### src/rtl/tag_rtr_tm_reader_pkg.sv
// ---------------------------------------------------------------------------
// tag_rtr_tm_reader_pkg
// Shared definitions for the tag/RTR telemetry reader: FSM state encoding,
// frame geometry, the default sync pattern, and the frame-building helpers.
// Frame layout (first bit sent on the left):
//   SYNC_WORD[2:0], TAGR8..TAGR1, RTR5..RTR1, odd parity over the 13 data bits.
// ---------------------------------------------------------------------------
package tag_rtr_tm_reader_pkg;

    typedef enum logic [2:0] {
        IDLE = 3'd0,
        SYNC = 3'd1,
        DATA = 3'd2,
        PAR  = 3'd3,
        DONE = 3'd4
    } tm_state_e;

    localparam int SYNC_LEN  = 3;
    localparam int TAG_LEN   = 8;
    localparam int RTR_LEN   = 5;
    localparam int DATA_LEN  = TAG_LEN + RTR_LEN;
    localparam int FRAME_LEN = SYNC_LEN + DATA_LEN + 1;

    localparam logic [SYNC_LEN-1:0] DEF_SYNC_WORD = 3'b110;

    // Odd parity: the parity bit makes the total count of ones odd,
    // so an all-zero payload yields a 1.
    function automatic logic odd_parity(input logic [DATA_LEN-1:0] d);
        return ~^d;
    endfunction

    // Shift-register image of one frame; bit FRAME_LEN-1 goes out first.
    function automatic logic [FRAME_LEN-1:0] build_frame(
        input logic [SYNC_LEN-1:0] sync_word,
        input logic [TAG_LEN-1:0]  tagr,
        input logic [RTR_LEN-1:0]  rtr
    );
        return {sync_word, tagr, rtr, odd_parity({tagr, rtr})};
    endfunction

endpackage

### src/rtl/tag_rtr_tm_reader_tm_bit_timer.sv
// ---------------------------------------------------------------------------
// tm_bit_timer
// Divider that stretches each serial bit over BIT_DIV clock cycles.
// Ports:
//   clk      in   system clock
//   rst      in   synchronous active-high reset
//   run      in   high while a frame bit is being sent
//   bit_end  out  last cycle of the current bit (combinational from the counter)
//   stb_next out  the coming cycle is the first cycle of a bit
// The counter sits at 0 whenever run is low, so the first bit of every frame
// starts with a fresh count.
// ---------------------------------------------------------------------------
module tm_bit_timer #(
    parameter int BIT_DIV = 4
) (
    input  logic clk,
    input  logic rst,
    input  logic run,
    output logic bit_end,
    output logic stb_next
);

    localparam logic [7:0] LAST_CNT = 8'(BIT_DIV - 1);

    logic [7:0] div_q;
    logic [7:0] div_d;

    always_comb begin
        bit_end  = run && (div_q == LAST_CNT);
        div_d    = (run && !bit_end) ? div_q + 8'd1 : 8'd0;
        stb_next = (div_d == 8'd0);
    end

    always_ff @(posedge clk) begin
        if (rst) begin
            div_q <= 8'd0;
        end else begin
            div_q <= div_d;
        end
    end

endmodule

### src/rtl/tag_rtr_tm_reader.sv
// ---------------------------------------------------------------------------
// tag_rtr_tm_reader
// Snapshots the tag (TAGR1-8) and real-time (RTR1-5) registers on request,
// sends them as a 17-bit framed serial stream (sync, data, odd parity) to the
// PCM telemetry multiplexer, then pulses the register-clear strobes.
// Ports:
//   SIM_CLK     in   system clock
//   SIM_RST     in   synchronous active-high reset
//   TAGR[7:0]   in   tag registers, bit 0 = TAGR1
//   RTR[4:0]    in   real-time registers, bit 0 = RTR1
//   RD_REQ      in   read request, level sampled
//   RD_BUSY     out  capture through the DONE cycle
//   RD_DONE     out  one-cycle end-of-frame pulse
//   TM_GATE     out  a frame bit is on TM_DATA
//   TM_DATA     out  serial data, 0 outside the gate
//   TM_BIT_STB  out  first cycle of each bit
//   TAG_CLR     out  one-cycle clear to the tag registers
//   RTR_CLR     out  one-cycle clear to the RTR registers
// All outputs come straight from flops.
// ---------------------------------------------------------------------------
module tag_rtr_tm_reader
    import tag_rtr_tm_reader_pkg::*;
#(
    parameter int                  BIT_DIV   = 4,
    parameter logic [SYNC_LEN-1:0] SYNC_WORD = DEF_SYNC_WORD
) (
    input  logic               SIM_CLK,
    input  logic               SIM_RST,
    input  logic [TAG_LEN-1:0] TAGR,
    input  logic [RTR_LEN-1:0] RTR,
    input  logic               RD_REQ,
    output logic               RD_BUSY,
    output logic               RD_DONE,
    output logic               TM_GATE,
    output logic               TM_DATA,
    output logic               TM_BIT_STB,
    output logic               TAG_CLR,
    output logic               RTR_CLR
);

    localparam logic [4:0] LAST_SYNC_BIT = 5'(SYNC_LEN - 1);
    localparam logic [4:0] LAST_DATA_BIT = 5'(SYNC_LEN + DATA_LEN - 1);
    localparam logic [4:0] LAST_BIT      = 5'(FRAME_LEN - 1);

    tm_state_e              state_q, state_d;
    logic [4:0]             bit_cnt_q, bit_cnt_d;
    logic [FRAME_LEN-1:0]   shift_q, shift_d;   // doubles as the frame shadow
    logic                   pend_q, pend_d;
    logic                   capture;

    logic busy_q, busy_d, done_q, done_d, gate_q, gate_d, data_q, data_d;
    logic stb_q, stb_d, tclr_q, tclr_d, rclr_q, rclr_d;

    logic run, bit_end, stb_next;

    assign run = (state_q == SYNC) || (state_q == DATA) || (state_q == PAR);

    tm_bit_timer #(.BIT_DIV(BIT_DIV)) u_timer (
        .clk      (SIM_CLK),
        .rst      (SIM_RST),
        .run      (run),
        .bit_end  (bit_end),
        .stb_next (stb_next)
    );

    // State register
    always_ff @(posedge SIM_CLK) begin
        if (SIM_RST) begin
            state_q   <= IDLE;
            bit_cnt_q <= '0;
            shift_q   <= '0;
            pend_q    <= 1'b0;
            busy_q    <= 1'b0;
            done_q    <= 1'b0;
            gate_q    <= 1'b0;
            data_q    <= 1'b0;
            stb_q     <= 1'b0;
            tclr_q    <= 1'b0;
            rclr_q    <= 1'b0;
        end else begin
            state_q   <= state_d;
            bit_cnt_q <= bit_cnt_d;
            shift_q   <= shift_d;
            pend_q    <= pend_d;
            busy_q    <= busy_d;
            done_q    <= done_d;
            gate_q    <= gate_d;
            data_q    <= data_d;
            stb_q     <= stb_d;
            tclr_q    <= tclr_d;
            rclr_q    <= rclr_d;
        end
    end

    // Next-state logic
    always_comb begin
        state_d   = state_q;
        bit_cnt_d = bit_cnt_q;
        shift_d   = shift_q;
        pend_d    = pend_q;
        capture   = 1'b0;

        case (state_q)
            IDLE: if (RD_REQ) capture = 1'b1;
            SYNC: if (bit_end && bit_cnt_q == LAST_SYNC_BIT) state_d = DATA;
            DATA: if (bit_end && bit_cnt_q == LAST_DATA_BIT) state_d = PAR;
            PAR:  if (bit_end) state_d = DONE;
            // A request seen in the DONE cycle itself counts as pending, so a
            // held RD_REQ chains frames with a single DONE cycle between them.
            DONE: if (pend_q || RD_REQ) capture = 1'b1;
                  else state_d = IDLE;
            default: state_d = IDLE;
        endcase

        // One-deep pending flag; re-asserting while already set is a no-op.
        if (run && RD_REQ) pend_d = 1'b1;

        if (bit_end) begin
            bit_cnt_d = (bit_cnt_q == LAST_BIT) ? 5'd0 : bit_cnt_q + 5'd1;
            shift_d   = {shift_q[FRAME_LEN-2:0], 1'b0};
        end

        if (capture) begin
            state_d   = SYNC;
            bit_cnt_d = 5'd0;
            shift_d   = build_frame(SYNC_WORD, TAGR, RTR);
            pend_d    = 1'b0;
        end
    end

    // Output logic, computed from the next state so the ports are registered
    always_comb begin
        gate_d = (state_d == SYNC) || (state_d == DATA) || (state_d == PAR);
        data_d = gate_d && shift_d[FRAME_LEN-1];
        stb_d  = gate_d && stb_next;
        busy_d = (state_d != IDLE);
        done_d = (state_d == DONE);
        tclr_d = (state_d == DONE);
        rclr_d = (state_d == DONE);
    end

    assign RD_BUSY    = busy_q;
    assign RD_DONE    = done_q;
    assign TM_GATE    = gate_q;
    assign TM_DATA    = data_q;
    assign TM_BIT_STB = stb_q;
    assign TAG_CLR    = tclr_q;
    assign RTR_CLR    = rclr_q;

endmodule

### config.mk
export PLATFORM = sky130hd
export DESIGN_NAME = tag_rtr_tm_reader
export DESIGN_NICKNAME = d
export VERILOG_FILES = /design/src/rtl/tag_rtr_tm_reader_pkg.sv /design/src/rtl/tag_rtr_tm_reader_tm_bit_timer.sv /design/src/rtl/tag_rtr_tm_reader.sv
export SDC_FILE = /design/constraint.sdc
export NUM_CORES = 1
export LEC_CHECK = 0
export CAP_MARGIN = 10
export CORE_ASPECT_RATIO = 0.5
export CORE_MARGIN = 3
export CORE_UTILIZATION = 35
export CTS_BUF_LIST = sky130_fd_sc_hd__clkbuf_4 sky130_fd_sc_hd__clkbuf_8 sky130_fd_sc_hd__clkbuf_16
export DETAILED_ROUTE_END_ITERATION = 8
export HOLD_SLACK_MARGIN = 0.08
export PLACE_DENSITY = 0.61
export SYNTH_ARGS = -nofsm -noshare
export SYNTH_HDL_FRONTEND = slang
export SYNTH_HIERARCHICAL = 1
export SYNTH_SLANG_ARGS = --single-unit
### constraint.sdc
create_clock -name SIM_CLK -period 2.85 [get_ports SIM_CLK]
set_clock_uncertainty 0.2 [all_clocks]
set_input_delay 0.57 -clock SIM_CLK [delete_from_list [all_inputs] [get_ports SIM_CLK]]
set_output_delay 0.57 -clock SIM_CLK [all_outputs]
set_load 0.03 [all_outputs]
==> summary.txt <==
DP Wirelength: 2650 um
compound-gate portion of the synthesized area: 0.133
die width: 112 um
grt total ovfl: 0
grt peak-use layer: met2
M1 GR Usage: 0.148
Total GRT Usage: 0.122
Hold Crit Class: reg -> reg
Multi-input gate area: 1060 sq um
design area: 2360 sq um
max-cap violations: 0
Clock transition at path regs: 0.06 ns
fin crit period: 2.27 ns
XOR/XNOR Fraction of Synth Area: 0.0835
die extent in y: 59.1 um
Layout Nets: 248
area delta synth->final: 19.4%
clk sinks: 39
Post-Syn Area: 1980 sq um
I/O Buffers: 22
io pins: 23
Starting DRT DRC Count: 98
Leak: 0.820 nW
#FFs+latches synth: 39
CTS H-tree lvls: 2
YS warnings: 6
Fin Setup TNS: 0 ns
Vias: 1465
commonest non-fill, non-tap cells in the layout: dfxtp_1, nor2_1, clkdlybuf4s50_1
row cnt: 18
Skew-Pair Late Insertion Delay: 0.28 ns
Antenna Nets Post-Route: 0
synth top area cells: dfxtp_1, mux2i_1, a211oi_1
combinational family with the most area after synthesis: simple AND/OR/NAND/NOR gates
CP Class: reg -> reg
antenna violations before repair: 0
data required time of the worst path: 2.83 ns
Yosys cell types: 45
Crit Reg-Reg Startpoint: u_timer/div_q[0]
commonest non-fill, non-tap cell in the layout: dfxtp_1
register area: 781 sq um
CP arrival: 2.25 ns
diode count: 0
ratio of cells with drive above 1 in the final layout: 0.114
number of synthesized flops with an enable pin: 0
number of global-route vias before repair: 1409
critical path startpoint: u_timer/div_q[0]
total CTS buffers: 5
max_slew headroom: 0.623
final WL: 3690 um
CP startpoint kind: flip-flop
global-route wire length before repair: 6420 um
Slew @ Worst Pin: 0.561 ns
mux contribution to synthesized area: 0.0911
Synth top area share: 0.395
setup violators final: 0
Post-Synth Adder-Cell Area: 0.0316
hold buffers post-CTS: 0
FMAX: 441 MHz
maximum vdd drop: 0.213 mV
Mapped Cells: 209
crit path to: shift_q[1]
Max Slew Vio Count: 0
PostCTS Resize Cnt: 0
fin crit share: 0.796
clock tree from TritonCTS: yes
pin count of the biggest net entering global routing: 31
DRC Markers: 0
GPL Wtd Cong: 0.783
grt met2 use: 0.193
Post-DP Area: 2210 sq um
CP Capture Type: flip-flop
syn_nets: 230
cell taking the most area after synthesis: dfxtp_1
reg-to-reg slack, setup: 0.58 ns
die area: 6640 sq um
Final Hold Fails: 0
Setup Buffers After CTS: 0
ys async rst share: 0
Starting Density: 0.382
maximum root-to-sink buffer count: 2
post-synthesis simple-gate area fraction: 0.198
power per cell area: 550 nW/um^2
GR Util met3: 0.0510
total core area: 5180 sq um
status: finished clean
post-synthesis sequential area ratio: 0.395
fillcell total: 522
DR WL/cell: 12.4 um
Root Driver: clkbuf_16
Via-to-Cell Ratio: 4.92
mean post-synth cell area: 9.46 sq um
1st-pass router iterations: 4
RSZ-0062 raised after global routing: false
main flop type after synthesis: dfxtp_1
Worst R2R End: shift_q[1]
critical path peak fanout: 15
Worst Reg2Reg Path Length in Cells: 6
how the worst min path moves through the flow:
stage	from	slack (ns)	cells past startpoint	to
2_1_floorplan	pend_q	0.24	2	pend_q
3_3_place_gp	pend_q	0.26	2	pend_q
3_5_place_dp	pend_q	0.26	2	pend_q
4_1_cts	pend_q	0.28	2	pend_q
5_1_grt	pend_q	0.31	2	pend_q
6_report	pend_q	0.27	2	pend_q
area by class of cell:
| class | instances | area share |
|---|---|---|
| clock buffer | 6 | 0.0562 |
| clock inverter | 2 | 0.00530 |
| inverter | 9 | 0.0143 |
| multi-input combinational | 146 | 0.450 |
| sequential | 39 | 0.331 |
| tap | 70 | 0.0371 |
| timing repair buffer | 26 | 0.106 |
flip-flops by register name (all words and copies together) (netlist names):
name / cells
shift_q: 17
u_timer/div_q: 8
bit_cnt_q: 5
state_q: 3
RD_BUSY: 1
RTR_CLR: 1
TM_BIT_STB: 1
TM_DATA: 1
TM_GATE: 1
pend_q: 1
metal layers:
| metal | wire length (um) | vias up |
|---|---|---|
| met4 | 55 | 0 |
| met1 | 1800 | 675 |
| met2 | 1650 | 19 |
| met3 | 181 | 4 |
| li1 | - | 767 |
| met5 | 0 | - |
report_power, final:
part           internal (W)  total, W  switching (W)
logic             0.0000892  0.000168      0.0000785
registers          0.000575  0.000591      0.0000163
clock network      0.000332  0.000539       0.000208
total              0.000996   0.00130       0.000302
stage by stage:
stage	hold WS [ns]	worst slack (ns)	power (W)	cells	util
final	0.270	0.582	0.00130	298	0.456
after global routing	0.309	0.404	0.00136	298	0.456
after CTS	0.277	0.577	0.00131	298	0.456
after detailed placement	0.263	0.535	0.000771	290	0.428
after global placement	0.256	0.560	0.000769	290	0.428
after floorplan	0.237	0.789	0.000717	209	-
cells in the mapped netlist, types with 2 or more instances:
| cell type | number |
|---|---|
| dfxtp_1 | 39 |
| nor2_1 | 25 |
| mux2i_1 | 18 |
| a211oi_1 | 15 |
| a21oi_1 | 10 |
| inv_1 | 9 |
| nand2b_1 | 8 |
| xnor2_1 | 8 |
| buf_2 | 5 |
| ha_1 | 5 |
| nor2_2 | 5 |
| nor3_1 | 5 |
| buf_6 | 4 |
| clkbuf_1 | 4 |
| nand3_1 | 4 |
| nand4_1 | 4 |
| xor2_1 | 3 |
| a311oi_1 | 2 |
| and3_1 | 2 |
| buf_4 | 2 |
| nand2_1 | 2 |
| nand3b_1 | 2 |
| nor2b_1 | 2 |
| o211ai_1 | 2 |
| o21ai_1 | 2 |
| or3_1 | 2 |
| xnor3_1 | 2 |
critical path, cell delays in order, from the launching register on:
cell and delay [ns]:
dfxtp_1 0.44, ha_1 0.31, and3_1 0.21, and2_2 0.30, buf_4 0.32, mux2i_1 0.11, a211oi_1 0.27
cell families (layout without fill, tap and decap cells):
logic type / Yosys count / after routing
AOI/OAI and AO/OA: 38 / 38
adders and majority gates: 5 / 5
DFF: 39 / 39
muxes: 18 / 18
xor gates and xnor gates: 14 / 14
buffers and inverters: 24 / 43
and+or+nand+nor: 71 / 71
No activity file was read; power rests on OpenSTA's default activity.
